<file path="src/rtl/m_mac_pkg.sv">
// Shared types and width helpers for the coefficient multiply-accumulate unit.
// The width helpers are used by the interface, the top and the register file.
package m_mac_pkg;

    typedef enum logic [1:0] {
        ST_IDLE = 2'd0,
        ST_RUN  = 2'd1,
        ST_OUT  = 2'd2,
        ST_FIN  = 2'd3
    } mac_state_e;

    // A single tap still needs one index bit, so AW never collapses to zero.
    function automatic int aw_f(input int cges);
        return (cges > 1) ? $clog2(cges) : 1;
    endfunction

    function automatic int accw_f(input int dw, input int cges);
        return 2 * dw + aw_f(cges);
    endfunction

endpackage

</file>
<file path="src/rtl/m_mac_unit_if.sv">
// Coefficient write port, sample stream and result stream of the MAC unit.
// The master drives writes, samples and r_ready; the slave (the MAC) drives the rest.
interface m_mac_unit_if
    import m_mac_pkg::*;
#(
    parameter int CGES = 7,
    parameter int DW   = 16
);
    localparam int AW   = aw_f(CGES);
    localparam int ACCW = accw_f(DW, CGES);

    // Both streams use valid/ready: a transfer happens on a rising clock edge
    // where valid and ready are both high; a raised valid holds its data stable
    // until that edge, and ready may be raised or lowered at any time.
    logic            coef_we;
    logic [AW-1:0]   coef_waddr;
    logic [DW-1:0]   coef_wdata;
    logic            s_valid;
    logic            s_ready;
    logic [DW-1:0]   s_data;
    logic            r_valid;
    logic            r_ready;
    logic [ACCW-1:0] r_data;

    modport master (
        output coef_we, coef_waddr, coef_wdata,
        output s_valid, s_data,
        input  s_ready,
        input  r_valid, r_data,
        output r_ready
    );

    modport slave (
        input  coef_we, coef_waddr, coef_wdata,
        input  s_valid, s_data,
        output s_ready,
        output r_valid, r_data,
        input  r_ready
    );

endinterface

</file>
<file path="src/rtl/m_coef_rf.sv">
// CGES x DW coefficient register file: one synchronous write port,
// one combinational read port, all entries cleared by the async reset.
module m_coef_rf
    import m_mac_pkg::*;
#(
    parameter int CGES = 7,
    parameter int DW   = 16,
    parameter int AW   = aw_f(CGES)
) (
    input  logic          clk,
    input  logic          reset_n,
    input  logic          we_i,
    input  logic [AW-1:0] waddr_i,
    input  logic [DW-1:0] wdata_i,
    input  logic [AW-1:0] raddr_i,
    output logic [DW-1:0] rdata_o
);

    logic [DW-1:0] mem_q [CGES];
    logic          wr_hit;
    logic          rd_hit;

    // Addresses past the last tap exist in the index space but map to nothing.
    assign wr_hit = we_i && (int'(waddr_i) < CGES);
    assign rd_hit = (int'(raddr_i) < CGES);

    always_ff @(posedge clk or negedge reset_n) begin
        if (!reset_n) begin
            for (int i = 0; i < CGES; i++) begin
                mem_q[i] <= '0;
            end
        end else if (wr_hit) begin
            mem_q[waddr_i] <= wdata_i;
        end
    end

    assign rdata_o = rd_hit ? mem_q[raddr_i] : '0;

endmodule

</file>
<file path="src/rtl/m_mac_unit.sv">
// Multiply-accumulate of CGES signed samples against stored coefficients,
// sequenced by cal and delivering one full-width result per run.
module m_mac_unit
    import m_mac_pkg::*;
#(
    parameter int CGES = 7,
    parameter int DW   = 16
) (
    input  logic        clk,
    input  logic        reset_n,
    input  logic        cal,
    output logic        fin,
    output logic        busy,
    output mac_state_e  dbg_state_o,
    m_mac_unit_if.slave bus
);

    localparam int AW   = aw_f(CGES);
    localparam int ACCW = accw_f(DW, CGES);
    localparam logic [AW-1:0] LAST_IDX = AW'(CGES - 1);

    mac_state_e             state_q, state_d;
    logic signed [ACCW-1:0] acc_q, acc_d;
    logic [AW-1:0]          idx_q, idx_d;

    logic [DW-1:0]          coef_rd;
    logic signed [2*DW-1:0] prod;
    logic                   coef_wr_en;
    logic                   s_fire;

    // Coefficients are frozen for the duration of a run.
    assign coef_wr_en = bus.coef_we && (state_q == ST_IDLE);

    m_coef_rf #(
        .CGES (CGES),
        .DW   (DW),
        .AW   (AW)
    ) u_coef_rf (
        .clk     (clk),
        .reset_n (reset_n),
        .we_i    (coef_wr_en),
        .waddr_i (bus.coef_waddr),
        .wdata_i (bus.coef_wdata),
        .raddr_i (idx_q),
        .rdata_o (coef_rd)
    );

    assign prod   = $signed(coef_rd) * $signed(bus.s_data);
    assign s_fire = bus.s_valid && bus.s_ready;

    always_ff @(posedge clk or negedge reset_n) begin
        if (!reset_n) begin
            state_q <= ST_IDLE;
            acc_q   <= '0;
            idx_q   <= '0;
        end else begin
            state_q <= state_d;
            acc_q   <= acc_d;
            idx_q   <= idx_d;
        end
    end

    always_comb begin
        state_d     = state_q;
        acc_d       = acc_q;
        idx_d       = idx_q;
        bus.s_ready = 1'b0;
        bus.r_valid = 1'b0;
        fin         = 1'b0;
        busy        = 1'b0;

        unique case (state_q)
            ST_IDLE: begin
                acc_d = '0;
                idx_d = '0;
                if (cal) begin
                    state_d = ST_RUN;
                end
            end

            ST_RUN: begin
                bus.s_ready = 1'b1;
                busy        = 1'b1;
                // Dropping cal wins over a simultaneous sample; the run is discarded.
                if (!cal) begin
                    state_d = ST_IDLE;
                    acc_d   = '0;
                    idx_d   = '0;
                end else if (s_fire) begin
                    acc_d = acc_q + ACCW'(prod);
                    if (idx_q == LAST_IDX) begin
                        state_d = ST_OUT;
                    end else begin
                        idx_d = idx_q + 1'b1;
                    end
                end
            end

            ST_OUT: begin
                bus.r_valid = 1'b1;
                busy        = 1'b1;
                if (!cal) begin
                    state_d = ST_IDLE;
                    acc_d   = '0;
                    idx_d   = '0;
                end else if (bus.r_ready) begin
                    state_d = ST_FIN;
                end
            end

            ST_FIN: begin
                fin     = 1'b1;
                state_d = ST_IDLE;
                acc_d   = '0;
                idx_d   = '0;
            end

            default: begin
                state_d = ST_IDLE;
                acc_d   = '0;
                idx_d   = '0;
            end
        endcase
    end

    assign bus.r_data  = (state_q == ST_OUT) ? acc_q : '0;
    assign dbg_state_o = state_q;

endmodule

</file>
<file path="src/flat_wrapper.sv">
// flat-port wrapper written by rule: the top's interface ports become plain ports
module m_mac_unit_flat import m_mac_pkg::*;
#(
    parameter int CGES = 7,
    parameter int DW   = 16
)
  (clk, reset_n, cal, fin, busy, dbg_state_o, bus_coef_we, bus_coef_waddr, bus_coef_wdata, bus_s_valid, bus_s_data, bus_s_ready, bus_r_valid, bus_r_data, bus_r_ready);
  m_mac_unit_if #(.CGES(CGES), .DW(DW)) bus_i ();
  input  logic clk;
  input  logic reset_n;
  input  logic cal;
  output logic fin;
  output logic busy;
  output mac_state_e dbg_state_o;
  input wire logic [$bits(bus_i.coef_we)-1:0] bus_coef_we;
  input wire logic [$bits(bus_i.coef_waddr)-1:0] bus_coef_waddr;
  input wire logic [$bits(bus_i.coef_wdata)-1:0] bus_coef_wdata;
  input wire logic [$bits(bus_i.s_valid)-1:0] bus_s_valid;
  input wire logic [$bits(bus_i.s_data)-1:0] bus_s_data;
  output wire logic [$bits(bus_i.s_ready)-1:0] bus_s_ready;
  output wire logic [$bits(bus_i.r_valid)-1:0] bus_r_valid;
  output wire logic [$bits(bus_i.r_data)-1:0] bus_r_data;
  input wire logic [$bits(bus_i.r_ready)-1:0] bus_r_ready;
  assign bus_i.coef_we = bus_coef_we;
  assign bus_i.coef_waddr = bus_coef_waddr;
  assign bus_i.coef_wdata = bus_coef_wdata;
  assign bus_i.s_valid = bus_s_valid;
  assign bus_i.s_data = bus_s_data;
  assign bus_s_ready = bus_i.s_ready;
  assign bus_r_valid = bus_i.r_valid;
  assign bus_r_data = bus_i.r_data;
  assign bus_i.r_ready = bus_r_ready;
  m_mac_unit #(.CGES(CGES), .DW(DW)) u_core (.clk(clk), .reset_n(reset_n), .cal(cal), .fin(fin), .busy(busy), .dbg_state_o(dbg_state_o), .bus(bus_i));
endmodule
</file>
<file path="config.mk">
export PLATFORM = sky130hd
export DESIGN_NAME = m_mac_unit_flat
export DESIGN_NICKNAME = d
export VERILOG_FILES = /design/src/rtl/m_mac_pkg.sv /design/src/rtl/m_mac_unit_if.sv /design/src/rtl/m_coef_rf.sv /design/src/rtl/m_mac_unit.sv /design/src/flat_wrapper.sv
export SDC_FILE = /design/constraint.sdc
export NUM_CORES = 1
export LEC_CHECK = 0
export ABC_AREA = 1
export CORE_MARGIN = 8
export CORE_UTILIZATION = 30
export CTS_BUF_LIST = sky130_fd_sc_hd__clkbuf_4 sky130_fd_sc_hd__clkbuf_8
export DETAILED_ROUTE_END_ITERATION = 6
export GPL_TIMING_DRIVEN = 0
export PLACE_DENSITY_LB_ADDON = 0.1
export SYNTH_ARGS = -nofsm -noshare
export SYNTH_HDL_FRONTEND = slang
export SYNTH_SLANG_ARGS = --single-unit
</file>
<file path="constraint.sdc">
create_clock -name clk -period 5.8 [get_ports clk]
set_input_delay 1.45 -clock clk [delete_from_list [all_inputs] [get_ports clk]]
set_output_delay 1.45 -clock clk [all_outputs]
set_load 0.01 [all_outputs]
</file>
==> summary.md <==
| Metric | Value |
|---|---|
| Status | `finished, violations left` |
| Failing checks | `setup timing` |
| Final HPWL DP | `52700 um` |
| Worst min-delay path class | `flip-flop to flip-flop` |
| Worst-Margin Slew | `0.842 ns` |
| Die area | `71000 um2` |
| Vias | `15.5k` |
| Cells after Synth | `2252` |
| GR Util All Layers | `0.186` |
| Crit. End Element | `flip-flop` |
| Via/cell ratio | `4.64` |
| Initial antenna violation count | `0` |
| Clock-pin slew of the registers on the worst-case setup and hold paths | `0.10 ns` |
| Clock period minus worst slack | `6.40 ns` |
| Post-Synth XOR/XNOR Area | `0.00233` |
| Row cnt | `92` |
| CP max-delay cell | `fa_1` |
| Setup ws final | `-0.595 ns` |
| Multiplexer share of the synthesized area | `0` |
| Drt wl/cell | `19.4 um` |
| Layout cells sized above 1 | `0.251` |
| Die height | `266 um` |
| Non-filler cells, final | `3342` |
| First-pass GRT wire length | `101000 um` |
| Critical path class | `flip-flop to flip-flop` |
| CTS tree | `done` |
| Worst path depth | `31` |
| FILL cells | `6466` |
| Number of synthesis warnings | `0` |
| Gr ovfl total | `0` |
| Top post-synthesis cells by area | `fa_1, dfrtp_1, inv_1` |
| R2r setup slk | `-0.60 ns` |
| Part of the cycle the worst path needs | `1.10` |
| DRC | `0` |
| DRT iter0 DRCs | `949` |
| Clk sinks | `152` |
| H-tree depth | `4` |
| Worst-path maximum fanout | `8` |
| FF-to-FF End | `u_core.acc_q[34]` |
| Root Buffer | `clkbuf_8` |
| Pre-Repair DR Iteration Count | `5` |
| Total Wirelength | `64800 um` |
| Slew headroom | `0.438` |
| Clk_lat worst skew | `0.50 ns` |
| Post-Synth Simple-Gate Area | `0.181` |
| Yosys top cell area share | `0.330` |
| TNS Setup | `-11.29 ns` |
| Synth cell types | `49` |
| Synth area leader | `fa_1` |
| CP bufs+invs | `10` |
| # IOs | `82` |
| Worst hold path stage count | `2` |
| Clock buffer depth | `2` |
| Hold_sp | `u_core.u_coef_rf.mem_q[107]` |
| Port-buffer cells | `80` |
| Synthesized net count | `2714` |
| Routed Antenna Nets | `0` |
| Number of enable flip-flop cells after synthesis | `0` |
| RR Startpoint | `u_core.idx_q[0]` |
| Vias in the first global route | `16.7k` |
| Main combinational cell family by area after synthesis | `adder cells` |
| Number of max-cap violations | `0` |
| Synthesized area per cell | `8.36 um2` |
| Die width | `266 um` |
| Gpl congestion | `0.851` |
| Synth Area in Adders | `0.403` |
| Largest net degree at the start of global routing | `105` |
| FFs w/ async S/R, synth | `1.00` |
| Fin nets | `2946` |
| Hold Path End | `u_core.u_coef_rf.mem_q[107]` |
| Startpoint class of the critical path | `flip-flop` |
| Post-Syn Area | `18800 um2` |
| Setup violations, final | `26` |
| Synth Area in Compound Gates | `0.0921` |
| Area Growth Syn to Fin | `29.1%` |
| Area of the core | `62500 um2` |
| Max Clk Rate | `156 MHz` |
| Hold_buf cts | `0` |
| Placed Instances | `3179` |
| Predominant post-synthesis flop cell | `dfrtp_1` |
| Critical path's largest stage delay | `0.56 ns` |
| Critical Path RT | `6.20 ns` |
| Starting density of the core | `0.301` |
| Slew Limit Fails | `0` |
| Number of diodes | `0` |
| Worst path most repeated cell | `fa_1` |
| Critical path's top delay family | `adder cells` |
| Crit path DAT | `6.79 ns` |
| RSZ-0062 raised after global routing | `yes` |
| Worst Skew | `0.0199 ns` |
| Final Hold Vio Count | `0` |
| TritonCTS buffer count | `17` |
| Synthesis-stage register bit count | `152` |
| Register area share after synthesis | `0.202` |
| R2r worst-path depth | `31` |
==> how the worst max path moves through the flow <==
stage / start / end / slack (ns)
2_1_floorplan: bus_s_data[4] / u_core.acc_q[34] / -0.40
3_3_place_gp: reset_n / u_core.acc_q[28] / -3.63
3_5_place_dp: bus_s_data[7] / u_core.acc_q[34] / -1.83
4_1_cts: u_core.idx_q[1] / u_core.acc_q[33] / -0.52
5_1_grt: u_core.idx_q[0] / u_core.acc_q[33] / -0.82
6_report: u_core.idx_q[0] / u_core.acc_q[34] / -0.60
==> worst reg2reg max path: cells and delay by family, from the launching register on <==
family          cells  cell delay [ns]
buf+inv            10             1.12
flops               1             0.46
fa+ha+maj           7             3.22
simple gates       11             1.05
compound gates      3             0.44
==> kinds of logic (layout without fill, tap and decap cells) <==
group / count (synthesis) / count (layout)
simple gates: 808 / 809
buf+inv: 568 / 811
fa+ha+maj: 421 / 421
compound gates: 298 / 298
flops: 152 / 152
xor+xnor: 5 / 5
==> routing by layer <==
metal,routed length (um),GRT usage,vias to the layer above
li1,-,-,7240
met1,31100,0.272,7907
met2,29600,0.296,323
met3,3560,0.0277,27
met4,635,0.0294,0
met5,0,0,-
==> synthesized netlist by cell type (5+ instances only) <==
master / n
dfrtp_1: 152
nand2_1: 464
nor2_2: 40
o21ai_1: 23
o21ai_0: 169
inv_1: 473
buf_6: 8
o211ai_1: 12
nand3_2: 6
nand4_1: 7
buf_4: 6
nor3_1: 8
nand2_2: 23
fa_1: 310
o211ai_2: 5
a22oi_1: 6
clkbuf_1: 38
o21bai_1: 6
a21oi_1: 46
a22o_1: 5
inv_2: 21
nor2_1: 210
ha_1: 111
nand3_1: 35
nand2_4: 5
buf_2: 15
==> through the flow <==
stage / hold slack [ns] / utilization / setup WS, ns / area, um2
5_1_grt: 0.512 / 0.389 / -0.824 / 24300
4_1_cts: 0.493 / 0.369 / -0.518 / 23100
6_report: 0.490 / 0.389 / -0.595 / 24300
3_5_place_dp: 0.469 / 0.339 / -1.83 / 21200
3_3_place_gp: 0.463 / 0.338 / -3.63 / 21200
2_1_floorplan: 0.448 / - / -0.398 / 19300
==> flip-flops by register name (all words and copies together), names as in the netlist <==
| name | count |
|---|---|
| u_core.dbg_state_o | 2 |
| u_core.idx_q | 3 |
| u_core.u_coef_rf.mem_q | 112 |
| u_core.acc_q | 35 |
==> placed cells by master (no fill, tap or decap), types with 10 or more instances in the layout <==
master and instances:
inv_8 12, nand2_1 402, inv_2 54, o211ai_1 12, nand3_1 29, buf_12 18
inv_4 12, nand2_4 35, nand2_2 55, a21oi_2 18, nor2_4 31, fa_2 21
ha_1 79, buf_4 102, a21oi_1 16, o21ai_1 40, a21oi_4 14, clkbuf_8 30
inv_6 10, clkbuf_1 22, clkdlybuf4s50_1 65, fa_1 289, inv_1 413, buf_6 22
ha_4 29, dfrtp_1 150, nor2_2 57, buf_2 11, o21ai_0 145, nor2_1 164
==> area by class of cell <==
cell class | count | area (um2) | share of cell area
clock inverters | 13 | 136 | 0.00561
repair buffers | 212 | 2090 | 0.0859
repair inverters | 1 | 8.76 | 0.000360
well taps | 846 | 1060 | 0.0436
multi-input cells | 1533 | 14300 | 0.587
plain buffers | 70 | 673 | 0.0277
inverters | 497 | 2010 | 0.0829
clock buffers | 18 | 248 | 0.0102
flip-flops and latches | 152 | 3810 | 0.157
==> what timing repair did <==
item | in CTS | in global routing
setup buffers | 64 | 61
cloned | 3 | 5
setup endpoints to repair | 27 | 27
pin swaps | 62 | 122
resized for setup | 293 | 205
Power is left out: the tool's default activity adds up to more than one toggle a clock period on the data nets, which glitch-free logic cannot reach.
